## config.mk

```make
export PLATFORM = sky130hd
export DESIGN_NAME = regfile_multiport
export DESIGN_NICKNAME = d
export VERILOG_FILES = /design/src/rtl/cornigera_pkg.sv /design/src/rtl/regfile_scoreboard.sv /design/src/rtl/regfile_multiport.sv
export SDC_FILE = /design/constraint.sdc
export NUM_CORES = 2
export LEC_CHECK = 0
export CORE_MARGIN = 5
export CORE_UTILIZATION = 45
export CTS_BUF_LIST = sky130_fd_sc_hd__clkbuf_4 sky130_fd_sc_hd__clkbuf_8 sky130_fd_sc_hd__clkbuf_16
export DETAILED_ROUTE_END_ITERATION = 12
export GPL_TIMING_DRIVEN = 1
export HOLD_SLACK_MARGIN = 0.05
export PLACE_DENSITY = 0.6
export SLEW_MARGIN = 20
export SYNTH_ARGS = -nofsm -noshare
export SYNTH_HDL_FRONTEND = slang
export SYNTH_SLANG_ARGS = --single-unit
```

## constraint.sdc

```tcl
create_clock -name clk -period 4.8 [get_ports clk]
set_clock_uncertainty 0.2 [all_clocks]
set_input_delay 0.48 -clock clk [delete_from_list [all_inputs] [get_ports clk]]
set_output_delay 0.48 -clock clk [all_outputs]
set_load 0.1 [all_outputs]
```

## src/rtl/cornigera_pkg.sv

```systemverilog
// Shared core types: data word, register address and the hardwired zero register.
package cornigera_pkg;

   localparam int unsigned DATA_W     = 32;
   localparam int unsigned NUM_ARCH   = 32;
   localparam int unsigned REG_ADDR_W = $clog2(NUM_ARCH);
   localparam int unsigned ZERO_REG   = 0;

   typedef logic [DATA_W-1:0]     DataType;
   typedef logic [REG_ADDR_W-1:0] RegAddrType;

endpackage : cornigera_pkg

```

## src/rtl/regfile_scoreboard.sv

```systemverilog
// Per-register busy scoreboard for pending writebacks.
//   clk, rst_n        : clock, async active-low reset
//   alloc_en/idx      : mark a register as pending a write
//   write_en/write_to : writeback that clears the pending mark
//   busy              : registered busy vector, bit 0 always 0
module regfile_scoreboard
   import cornigera_pkg::*;
#(
   parameter int unsigned NUM_REGS = 32,
   parameter int unsigned ADDR_W   = $clog2(NUM_REGS)
) (
   input  logic                clk,
   input  logic                rst_n,
   input  logic                alloc_en,
   input  logic [ADDR_W-1:0]   alloc_idx,
   input  logic                write_en,
   input  logic [ADDR_W-1:0]   write_to,
   output logic [NUM_REGS-1:0] busy
);

   logic [NUM_REGS-1:0] busy_next_c;

   // Clear on writeback first, then set on alloc so a new producer wins a same-index collision.
   always_comb begin
      busy_next_c = busy;
      if (write_en && (write_to != ADDR_W'(ZERO_REG))) begin
         busy_next_c[write_to] = 1'b0;
      end
      if (alloc_en && (alloc_idx != ADDR_W'(ZERO_REG))) begin
         busy_next_c[alloc_idx] = 1'b1;
      end
      busy_next_c[ZERO_REG] = 1'b0;
   end

   always_ff @(posedge clk or negedge rst_n) begin
      if (!rst_n) begin
         busy <= '0;
      end else begin
         busy <= busy_next_c;
      end
   end

endmodule : regfile_scoreboard

```

## src/rtl/regfile_multiport.sv

```systemverilog
// Multi-read-port register bank with one write port, optional write-first bypass
// and a busy scoreboard for the issue stage. Register 0 reads as zero.
//   clk, rst_n             : clock, async active-low reset
//   write_en/to/data       : single write port
//   read_from / read_data  : per-port address, registered data (1-cycle latency)
//   alloc_en / alloc_idx   : mark register pending a write
//   read_busy              : combinational busy flag per read port
//   any_busy               : OR of all busy bits
module regfile_multiport
   import cornigera_pkg::*;
#(
   parameter int unsigned NUM_REGS   = 32,
   parameter int unsigned READ_PORTS = 2,
   parameter int unsigned BYPASS     = 1,
   parameter int unsigned ADDR_W     = $clog2(NUM_REGS)
) (
   input  logic                             clk,
   input  logic                             rst_n,
   input  logic                             write_en,
   input  logic [ADDR_W-1:0]                write_to,
   input  DataType                          write_data,
   input  logic [READ_PORTS-1:0][ADDR_W-1:0] read_from,
   output DataType [READ_PORTS-1:0]         read_data,
   input  logic                             alloc_en,
   input  logic [ADDR_W-1:0]                alloc_idx,
   output logic [READ_PORTS-1:0]            read_busy,
   output logic                             any_busy
);

   DataType             bank [NUM_REGS];
   DataType             rd_next_c [READ_PORTS];
   logic [NUM_REGS-1:0] busy;
   logic                wr_valid_c;

   assign wr_valid_c = write_en && (write_to != ADDR_W'(ZERO_REG));

   // Bank storage; entry 0 is only ever written by reset and so stays zero.
   always_ff @(posedge clk or negedge rst_n) begin
      if (!rst_n) begin
         for (int i = 0; i < NUM_REGS; i++) begin
            bank[i] <= '0;
         end
      end else if (wr_valid_c) begin
         bank[write_to] <= write_data;
      end
   end

   // Per-port next read value and busy masking.
   for (genvar p = 0; p < READ_PORTS; p++) begin : g_rd
      logic addr_zero_c;
      logic hit_c;

      assign addr_zero_c = (read_from[p] == ADDR_W'(ZERO_REG));
      // Write in flight to this port's address, only meaningful when forwarding.
      assign hit_c       = (BYPASS != 0) && wr_valid_c && (write_to == read_from[p]);

      assign rd_next_c[p] = addr_zero_c ? '0 :
                            hit_c       ? write_data :
                                          bank[read_from[p]];

      assign read_busy[p] = busy[read_from[p]] && !hit_c;
   end

   always_ff @(posedge clk or negedge rst_n) begin
      if (!rst_n) begin
         read_data <= '0;
      end else begin
         for (int p = 0; p < READ_PORTS; p++) begin
            read_data[p] <= rd_next_c[p];
         end
      end
   end

   regfile_scoreboard #(
      .NUM_REGS (NUM_REGS),
      .ADDR_W   (ADDR_W)
   ) u_scoreboard (
      .clk       (clk),
      .rst_n     (rst_n),
      .alloc_en  (alloc_en),
      .alloc_idx (alloc_idx),
      .write_en  (write_en),
      .write_to  (write_to),
      .busy      (busy)
   );

   assign any_busy = |busy;

endmodule : regfile_multiport

```

==> results by group <==
Power and ir drop
  – Sw frac: 29.0%
  – Combinational share of power: 21.0%
  – Leakage: 28.6 nW
  – Clk network pwr share: 35.5%
  – Total net switching power: 0.00840 W
  – Int Pwr: 0.0205 W
  – Flop pwr share: 43.4%
  – Peak VDD IR: 0.382 mV
  – Power per cell area: 439 mW/mm^2

Logic synthesis
  – Sequential share of the synthesized area: 48.1%
  – Syn_area_per_cell: 14.6 sq um
  – Top FF cell, synth: dfrtp_1
  – Library cells used by synthesis: 62
  – Number of synthesized flops with an enable pin: 0
  – Syn Inst Count: 3,998
  – FFs w/ async S/R, synth: 100%
  – Synth warn: 0
  – Syn nets: 4,054
  – Synthesized cell area: 0.0582 sq mm
  – Synthesis-stage register bit count: 1,119

Floorplanning
  – Rows: 132
  – Die Area: 0.137 sq mm
  – Io pins: 123
  – Initial core utilization: 45.2%
  – Die span in x: 370 microns
  – Die height: 370 microns
  – Core region area: 0.129 sq mm

Worst setup path
  – WS Path Type: input pin to output port
  – Critical Path RT: 4120 ps
  – Crit-path slowest cell: nor3_1
  – Top fanout value on the critical path: 13
  – Crit end category: output port
  – CP max stage delay: 710 ps
  – Startpoint types: input pin
  – Arrival time worst endpoint: 3430 ps
  – Crit path cell chain: clkdlybuf4s50_1 > nor3_4 > nor3b_1 > nor4_4 > nor3_1 > buf_12

Clock network
  – PostCTS Resize Cnt: 0
  – H-tree depth: 4
  – Clk sink count: 1,119
  – CTS buffer count: 130
  – CTS tree: yes
  – Cts hold-fix bufs: 2
  – Reg clk slew, reported paths: 60 ps
  – Clk buf depth: 3
  – Clock root cell: clkbuf_16
  – Post-CTS Setup Inserts: 0
  – Worst-skew pair later-pin latency: 780 ps

Timing
  – RSZ-0062 raised after global routing: false
  – Tcrit/Tclk final: 85.6%
  – Slew HR: 21.6%
  – Slew Limit Fails: 0
  – Crit path time final: 4110 ps
  – Setup_tns: 0 ps
  – FMAX: 243 MHz
  – Tightest Pin Transition: 1170 ps
  – Final setup viols: 0
  – Final hold violations: 0

Drt
  – Post-Route WL: 202 mm
  – Met3 WL: 17.0 mm
  – Antenna viol nets, final: 0
  – DRT Pass-1 Iters: 8
  – Wirelength per Cell: 34.8 microns
  – Met2 wire len: 93.2 mm
  – Wl on met1: 84.7 mm
  – Vias/cell: 6.58
  – DR vias: 38,300
  – DRC errors left: 0
  – Starting DRT DRC Count: 3,865
  – Max Used Layer: met5

Layout
  – Share of cells above drive strength 1: 47.2%
  – Final instance area: 0.0658 sq mm
  – Commonest non-fill, non-tap cell in the layout: dfrtp_1
  – Area Overhead vs Synth: 13.0%
  – Fin nets: 4,024
  – Commonest cells after routing, fill and taps aside: dfrtp_1 (1,119), mux2_2 (1,022), mux4_2 (421)

Job
  – Max_cap viols: 0

Global routing
  – Initial antenna violation count: 16
  – Gr ovfl total: 0
  – Vias in the first global route: 39,100
  – First-pass GRT wire length: 293 mm
  – Largest net degree at the start of global routing: 121
  – Total global-route track usage: 29.6%

Run status
  – Status: finished, final reports clean

Placement
  – Placed Area: 0.0615 sq mm
  – Post-DP HPWL: 119 mm
  – Port bufs: 122
  – Routability congestion estimate: 0.828

Min path
  – HP Class: input pin to flip-flop
==> synth_stat cells, drive strengths merged (4+ instances only) <==
master   instances  area share [%]
mux2i          253             4.3
a22o            15            0.23
o221ai           4           0.060
o311ai           6           0.090
a31oi           10            0.11
a221oi          37            0.56
o21ai           87            0.75
o22ai           89            0.96
a211o            6           0.090
and3b            4           0.060
a22oi           34            0.44
nand3            9           0.077
nand3b          10            0.13
buf            219             2.0
xnor2            8            0.12
a21oi           40            0.35
nor4            11            0.13
a211oi          54            0.70
nor3            18            0.17
o22a             9            0.14
mux2          1022              20
nand2b           5           0.054
nor2            49            0.32
or2              5           0.054
a221o            4           0.069
mux4           421              16
nand2           97            0.63
o2111ai          5           0.075
nor3b            9            0.12
and3             5           0.054
dfrtp         1119              48
nor2b           23            0.25
clkbuf         223             1.4
a2111oi         10            0.15
nand4            5           0.054
a32o            32            0.55
o211ai          13            0.17
==> critical path: cells and delay by family <==
kind | cells | cell delay (ps)
buffers and inverters | 2 | 950
AND/OR/NAND/NOR | 4 | 1980
==> per-stage QoR <==
stage	power [W]	utilization (%)	setup slack (ps)	instances	hold WS [ps]
3_3_place_gp	0.0186	47.7	811	5576	177
5_1_grt	0.0301	51.0	604	5813	73.9
3_5_place_dp	0.0188	47.6	704	5576	182
4_1_cts	0.0291	51.1	750	5806	72.3
6_report	0.0289	51.0	692	5818	50.1
2_1_floorplan	0.0168	-	400	3998	-15.6
==> path summary, 6_finish.rpt <==
kind / from / end / slack, ps / cells past startpoint
max: write_to[3] / read_busy[0] / 690 / 6
min: write_data[3] / read_data[35]$_DFF_PN0_ / 50 / 3
max reg2reg: bank[682]$_DFFE_PN0P_ / read_data[42]$_DFF_PN0_ / 2650 / 6
min reg2reg: bank[998]$_DFFE_PN0P_ / bank[998]$_DFFE_PN0P_ / 190 / 0
max in group asynchronous: rst_n / bank[837]$_DFFE_PN0P_ / 2900 / 3
min in group asynchronous: rst_n / bank[795]$_DFFE_PN0P_ / 150 / 2
==> power by group through the flow <==
stage          clock (W)  combinational [W]  sequential [W]
2_1_floorplan          0            0.00399          0.0128
3_3_place_gp           0            0.00599          0.0126
3_5_place_dp           0            0.00607          0.0127
4_1_cts           0.0104            0.00610          0.0125
5_1_grt           0.0108            0.00647          0.0128
6_report          0.0103            0.00608          0.0126
==> layer usage <==
metal	vias to the layer above	GRT usage (%)
met5	-	0.641
met4	4	10.3
met3	380	6.63
met2	1632	45.6
met1	20800	41.7
li1	15400	-
==> cells by family after synthesis <==
group / count (synthesis) / synth area share [%]
flip-flops: 1119 / 48.1
multiplexers: 1696 / 40.4
XOR/XNOR: 10 / 0.150
AO/OA/AOI/OAI: 468 / 5.66
buffers and inverters: 445 / 3.46
AND/OR/NAND/NOR: 260 / 2.26
==> layout make-up <==
| cell class | count | area [sq um] |
|---|---|---|
| clock inverters | 32 | 369 |
| flip-flops and latches | 1119 | 28000 |
| multi-input cells | 2434 | 28500 |
| fillers | 11000 | 63200 |
| clock buffers | 196 | 4060 |
| diodes | 12 | 30.0 |
| inverters | 3 | 11.3 |
| repair buffers | 280 | 2670 |
| well taps | 1742 | 2180 |
==> sequential cells by signal, summed over array words and instances, names as in the netlist <==
signal	flops
bank	1024
u_scoreboard.busy	31
read_data	64
No activity file was read; power rests on OpenSTA's default activity.
